[src/rtl/exception_arbiter.sv]
// Prioritising, nesting exception controller: sync/edge-detect, pending latch, arbitration, 3-deep EPC stack.
// Latency: a source rise sampled at edge N is pending after N+2 and is taken (has_exp) at the next eligible edge.
// Backpressure: none; requests wait in pending while masked, outranked by the in-service level, or during TAKE.
module exception_arbiter #(
  parameter int          SYNC_STAGES    = 2,
  parameter logic [31:0] HANDLER_BASE   = 32'h0000_0100,
  parameter logic [31:0] HANDLER_STRIDE = 32'h0000_0040
) (
  input  logic        clk,
  input  logic        reset,
  input  logic [2:0]  exp_src,
  input  logic [31:0] cpu_pc,
  input  logic        eret,
  input  logic        mask_we,
  input  logic [2:0]  mask_din,
  output logic        has_exp,
  output logic [31:0] handler_pc,
  output logic [1:0]  exp_cause,
  output logic [31:0] epc_out,
  output logic [2:0]  in_service,
  output logic        exp_block,
  output logic [2:0]  pending
);

  typedef enum logic {RUN = 1'b0, TAKE = 1'b1} state_t;

  // Edge detection stays disarmed until the synchroniser and the previous-value
  // flop hold real post-reset samples, so a level held high across reset
  // release is not mistaken for a fresh rise.
  localparam int WARM = SYNC_STAGES + 1;
  localparam int WW   = $clog2(WARM + 1);

  state_t        state_q, state_d;
  logic [2:0]    sync_q [SYNC_STAGES];
  logic [2:0]    sync_prev;
  logic [WW-1:0] warm_cnt;
  logic          armed;
  logic [2:0]    rise;
  logic [2:0]    mask;
  logic [1:0]    sp;
  logic [31:0]   stack [3];
  logic [1:0]    cause;
  logic [2:0]    above;
  logic [2:0]    top_onehot;
  logic [2:0]    elig;
  logic [1:0]    winner;
  logic [2:0]    win_onehot;
  logic          pop;
  logic          take;

  // Input synchroniser chain, previous-value flop and warm-up counter.
  always_ff @(posedge clk or negedge reset) begin
    if (!reset) begin
      for (int k = 0; k < SYNC_STAGES; k++) sync_q[k] <= '0;
      sync_prev <= '0;
      warm_cnt  <= '0;
    end else begin
      sync_q[0] <= exp_src;
      for (int k = 1; k < SYNC_STAGES; k++) sync_q[k] <= sync_q[k-1];
      sync_prev <= sync_q[SYNC_STAGES-1];
      if (!armed) warm_cnt <= warm_cnt + 1'b1;
    end
  end

  assign armed = (warm_cnt == WW'(WARM));
  assign rise  = armed ? (sync_q[SYNC_STAGES-1] & ~sync_prev) : 3'b000;

  // Current level as a one-hot of the top in-service bit, and the set of sources above it.
  always_comb begin
    above      = 3'b111;
    top_onehot = 3'b000;
    if (in_service[2]) begin
      above      = 3'b000;
      top_onehot = 3'b100;
    end else if (in_service[1]) begin
      above      = 3'b100;
      top_onehot = 3'b010;
    end else if (in_service[0]) begin
      above      = 3'b110;
      top_onehot = 3'b001;
    end
  end

  // Arbitration: highest unmasked pending source above the current level.
  always_comb begin
    elig   = pending & ~mask & above;
    winner = 2'd0;
    if (elig[2])      winner = 2'd2;
    else if (elig[1]) winner = 2'd1;
    win_onehot = 3'b001 << winner;
    pop  = (state_q == RUN) && eret && (sp != 2'd0);
    take = (state_q == RUN) && !pop && (elig != 3'b000) && (sp != 2'd3);
  end

  // FSM state register.
  always_ff @(posedge clk or negedge reset) begin
    if (!reset) state_q <= RUN;
    else        state_q <= state_d;
  end

  // FSM next state and the handler-entry outputs, which only exist in TAKE.
  always_comb begin
    state_d    = state_q;
    has_exp    = 1'b0;
    exp_cause  = 2'd0;
    handler_pc = 32'h0;
    case (state_q)
      RUN:  if (take) state_d = TAKE;
      TAKE: begin
        state_d    = RUN;
        has_exp    = 1'b1;
        exp_cause  = cause;
        handler_pc = HANDLER_BASE + HANDLER_STRIDE * {30'h0, cause};
      end
      default: state_d = RUN;
    endcase
  end

  // Pending, mask, in-service set, EPC stack and latched cause.
  always_ff @(posedge clk or negedge reset) begin
    if (!reset) begin
      pending    <= '0;
      mask       <= '0;
      in_service <= '0;
      sp         <= '0;
      cause      <= '0;
      for (int k = 0; k < 3; k++) stack[k] <= '0;
    end else begin
      // A rise on the same edge as the take re-arms the bit: set wins.
      pending <= (pending & ~(take ? win_onehot : 3'b000)) | rise;
      if (mask_we) mask <= mask_din;
      if (pop) begin
        in_service <= in_service & ~top_onehot;
        sp         <= sp - 2'd1;
      end else if (take) begin
        in_service <= in_service | win_onehot;
        sp         <= sp + 2'd1;
        cause      <= winner;
        for (int k = 0; k < 3; k++)
          if (sp == 2'(k)) stack[k] <= cpu_pc;
      end
    end
  end

  // Top of EPC stack; zero when empty.
  always_comb begin
    epc_out = 32'h0;
    for (int k = 0; k < 3; k++)
      if (sp == 2'(k + 1)) epc_out = stack[k];
  end

  assign exp_block = (state_q == TAKE) || (in_service != 3'b000);

endmodule

[config.mk]
export PLATFORM = sky130hd
export DESIGN_NAME = exception_arbiter
export DESIGN_NICKNAME = d
export VERILOG_FILES = /design/src/rtl/exception_arbiter.sv
export SDC_FILE = /design/constraint.sdc
export NUM_CORES = 1
export LEC_CHECK = 0
export ABC_AREA = 1
export BUFFER_PORTS_ARGS = -buffer_cell sky130_fd_sc_hd__buf_2
export CAP_MARGIN = 20
export CORE_MARGIN = 10
export CORE_UTILIZATION = 35
export DETAILED_ROUTE_END_ITERATION = 7
export SLEW_MARGIN = 20
export SYNTH_ARGS = -nofsm -noshare
export SYNTH_HDL_FRONTEND = slang
export SYNTH_SLANG_ARGS = --single-unit
[constraint.sdc]
create_clock -name clk -period 2 [get_ports clk]
set_input_delay 0.1 -clock clk [delete_from_list [all_inputs] [get_ports clk]]
set_output_delay 0.1 -clock clk [all_outputs]
set_load 0.05 [all_outputs]
* Word level (Yosys, flattened, before mapping)
Cells that the tools add are included.
** Storage, ports and cells
- Bits in writable memories :: 0
- Bits in registers :: 121
- Bits in latches :: 0
- Input port bits :: 42
- Logic and storage cells :: 74
- Output and inout port bits :: 74
- ROM bits :: 0
- Memories kept :: 0
** Operators by class
- Shifts and indexed selects :: 1
- Add/subtract/negate cells :: 4
- $mul :: 0
- Mux-type cells :: 22
- Div/mod/pow operators :: 0
- Reductions and logical operators :: 16
- Order comparisons :: 0
- Bitwise operators :: 13
- Eq/ne operators :: 5
** Operator list (count)
- 32-bit 2-to-1 mux :: 3
- 3-bit 2-to-1 mux :: 6
- 3-bit AND :: 5
- 2-bit 2-to-1 mux :: 6
- 3-bit NOT :: 4
- 9-bit by 8-bit adder with 10-bit output (first input constant) :: 1
- 10-bit 2-to-1 mux :: 1
- 3-bit AND reduction :: 3
- 2-bit equality test (second input constant) :: 3
- 3-bit bitwise OR :: 2
- 3-bit nonzero test :: 2
- 1-bit logical AND :: 5
- 1-bit 2-to-1 mux :: 5
- 2-bit by 1-bit adder with 2-bit output (second input constant) :: 2
- 2-bit nonzero test :: 2
- 1-bit by 2-bit << shifter with 3-bit output (first input constant) :: 1
- 2-bit by 1-bit equality test with 1-bit output (second input constant) :: 1
- 2-bit logical NOT :: 1
- 2-bit != test (second input constant) :: 1
- 1-bit NOT :: 2
- 1-bit case mux with 2 select lines :: 1
- 2-bit AND reduction :: 1
- 2-bit by 1-bit subtractor with 2-bit output (second input constant) :: 1
- 1-bit logical NOT :: 1
- 1-bit logical OR :: 1

* Longest topological paths before layout
- Depth after elaboration :: 11
- Depth in mapped cells :: 10
- Gate-level depth less buffers :: 8

* Worst setup path after synthesis
No wires, ideal clock.
- Path kind :: reg2out
- From :: register sp[0]
- To :: output epc_out[12]
- Path buffers :: 3
- Arrival time :: 2.399 ns
- Data required time :: 1.900 ns
- Cell stages (with the launch flop) :: 8
- Slack :: -0.499 ns
- Cell sequence :: dfrtp_1 -> inv_1 -> ha_1 -> buf_2 -> buf_2 -> buf_1 -> a21oi_1 -> o21ai_0
** On the way
- Word-level cells in the longest chain between the ends :: 4
- Elaborated cells between the ends (all ways) :: 6
- Classes of those cells :: eq/ne (3); mux (3)
** Ends and longest elaborated chain
- from (decl) :: RTL line 40 : logic [1:0] sp;
- from (signal assigned) :: RTL line 134 : sp <= sp - 2'd1;
- from (signal assigned) :: RTL line 137 : sp <= sp + 2'd1;
- 2-bit by 1-bit equality test with 1-bit output :: RTL line 149 : if (sp == 2'(k + 1)) epc_out = stack[k];
- 32-bit 2-to-1 mux (2 in a row) :: RTL line 149
- 32-bit 2-to-1 mux * :: RTL line 149
- to (decl) :: RTL line 19 : output logic [31:0] epc_out,
Every way passes the cells marked *; elsewhere a longest branch is shown, timed or not.

* Final worst setup path
- From :: register sp[1]
- To :: output epc_out[5]
The elaborated chain is that of the path after synthesis.

==> impl_metrics.env <==
export IMPL_antenna_found_initial=0
export IMPL_yosys_area_share_simple_pct=32.5
export IMPL_totalWireLength_mm=18.0
export IMPL_synth_seq_cells=121
export IMPL_tns_ns=-0.536
export IMPL_fin_area_um2=8580
export IMPL_relSlewSlack_pct=65.8
export IMPL_finalSetupViolCount=24
export IMPL_final_hold_viol_count=0
export IMPL_synthTopCellsByArea="dfrtp_1 50%, nand2_1 18%, nand4_1 10%"
export IMPL_final_cells=1118
export IMPL_grt_overflow=0
export IMPL_vias=5636
export IMPL_clk_latency_ns=0.42
export IMPL_drtAntennaViolNets=0
export IMPL_synth_top_family_by_area="simple AND/OR/NAND/NOR gates"
export IMPL_synth_compound_area_share_pct=5.59
export IMPL_post_synth_top_area_fraction_pct=50.5
export IMPL_synth_most_common_cell="nand2_1"
export IMPL_grt_pass1_vias=5345
export IMPL_layout_setup_ws_ns=-0.0509
export IMPL_path_clk_slew_ns=0.05
export IMPL_crit_slowest_cell="dfrtp_2"
export IMPL_synth_ff_type="dfrtp_1"
export IMPL_yosysWarnings=0
export IMPL_use_met3_pct=3.58
export IMPL_cts_root_buf="clkbuf_16"
export IMPL_cts_buffers=17
export IMPL_wl_per_cell_um=16.1
export IMPL_vdd_drop_max_v=0.00120
export IMPL_area_delta_synth_final_pct=43.1
export IMPL_timing_reg2reg_setup_slack_ns=0.06
export IMPL_worst_slew_pin_slew_ns=0.513
export IMPL_fmax_mhz=488
export IMPL_rsz0062_at_grt="true"
export IMPL_row_count=47
export IMPL_grtUsageTotal_pct=15.0
export IMPL_drc_errors=0
export IMPL_dpl_cell_area_um2=6690
export IMPL_synth_area_leader_cell="dfrtp_1"
export IMPL_io_pins=116
export IMPL_p_leak_nw=4.21
export IMPL_cts_sinks=121
export IMPL_die_h_um=151
export IMPL_slowest_delay_ns=0.43
export IMPL_finalPower_mw=16.5
export IMPL_busiest_layer="met2"
export IMPL_rr_endpoint="stack[2]$_DFFE_PN0P_"
export IMPL_ys_seq_area_share_pct=50.5
export IMPL_hold_path_class="in2async"
export IMPL_place_gp_congestion=0.750
export IMPL_drv_cap=0
export IMPL_worst_path_most_repeated_cell="buf_6"
export IMPL_die_x_um=151
export IMPL_crit_type="reg2out"
export IMPL_synthTopCellsByCount="284 x nand2_1, 121 x dfrtp_1, 96 x nand4_1"
export IMPL_drv_slew=0
export IMPL_async_reset_ff_share_pct=100
export IMPL_worstReg2RegStart="sp[0]$_DFFE_PN0P_"
export IMPL_die_area_um2=22800
export IMPL_synth_cell_types=22
export IMPL_synth_xor_xnor_area_share_pct=0.292
export IMPL_period_share_pct=103
export IMPL_crit_chain="buf_6 -> ha_4 -> buf_8 -> buf_12 -> nor2_2 -> a21oi_1 -> o21ai_1 -> buf_6"
export IMPL_synthAdderAreaFrac_pct=1.04
export IMPL_port_buffers=86
export IMPL_cp_end_kind="output pin"
export IMPL_drive_above_1_share_pct=28.6
export IMPL_use_met2_pct=24.6
export IMPL_hpwl_mm=10.4
export IMPL_synthMuxAreaShare_pct=0.563
export IMPL_power_density_nw_per_um2=1920
export IMPL_post_place_cells=1008
export IMPL_utilization_pct=51.4
export IMPL_synth_edff_count=0
export IMPL_initial_utilization_pct=35.9
export IMPL_worstPathMaxFanout=8
export IMPL_finalClockSkew_ns=0.00613
export IMPL_antenna_cells=0
export IMPL_clk_path_buf_depth=2
export IMPL_start_kind="flip-flop"
export IMPL_dr_pass1_iters=5
export IMPL_layout_min_cycle_time_ns=2.05
export IMPL_r2r_cells=11
export IMPL_via_per_inst=5.04
export IMPL_cts_htree_levels=4
export IMPL_syn_inst=742
export IMPL_core_area_um2=16700
export IMPL_fin_nets=932
export IMPL_grt_use_met1_pct=18.6
export IMPL_syn_area_um2=6000
export IMPL_violations="negative setup slack"
export IMPL_cp_arrival_ns=1.95
export IMPL_tritoncts="done"
export IMPL_run_status="complete, but fails checks"
export IMPL_fillers=1567
export IMPL_crit_required_ns=1.90
export IMPL_drtIter0Drc=429
export IMPL_grt_pass1_wl_mm=27.6
export IMPL_synth_area_per_cell_um2=8.08
export IMPL_grt_max_degree=65
[power by group]
group	internal [mW]	total, mW	leakage, nW	switching [mW]
registers	3.48	4.10	1.49	0.620
logic	3.52	9.61	2.46	6.09
clock network	1.70	2.78	0.266	1.08
[logic make-up after synthesis]
kind of cell | after synthesis
and+or+nand+nor | 439
DFF | 121
buffers and inverters | 104
AOI/OAI and AO/OA | 67
adders and majority gates | 5
muxes | 3
xor gates and xnor gates | 2
other | 1
[per-stage QoR]
step | hold slack (ns) | setup WS [ns]
final | 0.206 | -0.0509
after CTS | 0.201 | -0.0597
after detailed placement | 0.111 | 0.140
after floorplan | -0.196 | -0.125
after global placement | 0.100 | 0.181
after global routing | 0.237 | -0.147
[what timing repair did]
action,CTS,global route
pin swaps,4,35
hold endpoints to repair,135,0
endpoints found under the setup margin,32,33
buffers inserted,17,14
cloned,1,5
gates resized for setup,78,85
hold buffers,43,0
[sequential cells by signal, summed over array words and instances, names as in the netlist]
register and flops:
sync_q 6, stack 96, cause 2, sp 2, warm_cnt 2, sync_prev 3
mask 3, in_service 3, pending 3, state_q 1
[cells in the final DEF, fill, tap and decap left out, types with 6 or more instances in the layout]
master	n
o21ai_1	16
nor2_4	15
a21oi_1	14
a21oi_2	19
clkinv_2	6
nand2_2	7
dlygate4sd3_1	43
buf_4	30
conb_1	29
nand4_1	96
buf_12	14
inv_1	10
buf_2	53
nand2_1	276
clkbuf_16	22
buf_6	39
nor2_1	15
o21ai_2	16
dfrtp_1	120
nand3_1	10
nor2_2	9
[critical path, delay by kind of cell (launching register included)]
family / cells / cell delay, ns
compound gates: 2 / 0.20
fa+ha+maj: 1 / 0.19
buf+inv: 4 / 0.61
flops: 1 / 0.43
simple gates: 1 / 0.10
[worst max path at each step]
stage | startpoint | to | slack [ns]
after floorplan | sp[0]$_DFFE_PN0P_ | epc_out[12] | -0.13
after global placement | sp[1]$_DFFE_PN0P_ | epc_out[0] | 0.18
after detailed placement | sp[1]$_DFFE_PN0P_ | epc_out[0] | 0.14
after CTS | sp[1]$_DFFE_PN0P_ | epc_out[3] | -0.06
after global routing | sp[1]$_DFFE_PN0P_ | epc_out[6] | -0.15
final | sp[1]$_DFFE_PN0P_ | epc_out[5] | -0.05
[metal layers]
metal	share of wire, %	routed length [µm]	vias up
li1	-	-	2696
met4	2.0	356	0
met2	50	8980	145
met5	0	0	-
met3	5.5	984	27
met1	43	7720	2768
[layout make-up]
type | instances | area (µm²) | share of cell area [%]
Multi-Input combinational cell | 545 | 2850 | 33.2
Timing Repair Buffer | 188 | 1840 | 21.5
Tap cell | 220 | 275 | 3.21
Inverter | 12 | 47.5 | 0.554
Clock buffer | 24 | 492 | 5.73
Sequential cell | 121 | 3030 | 35.3
Clock inverter | 8 | 45.0 | 0.525
(Power assumes the default switching activity.)
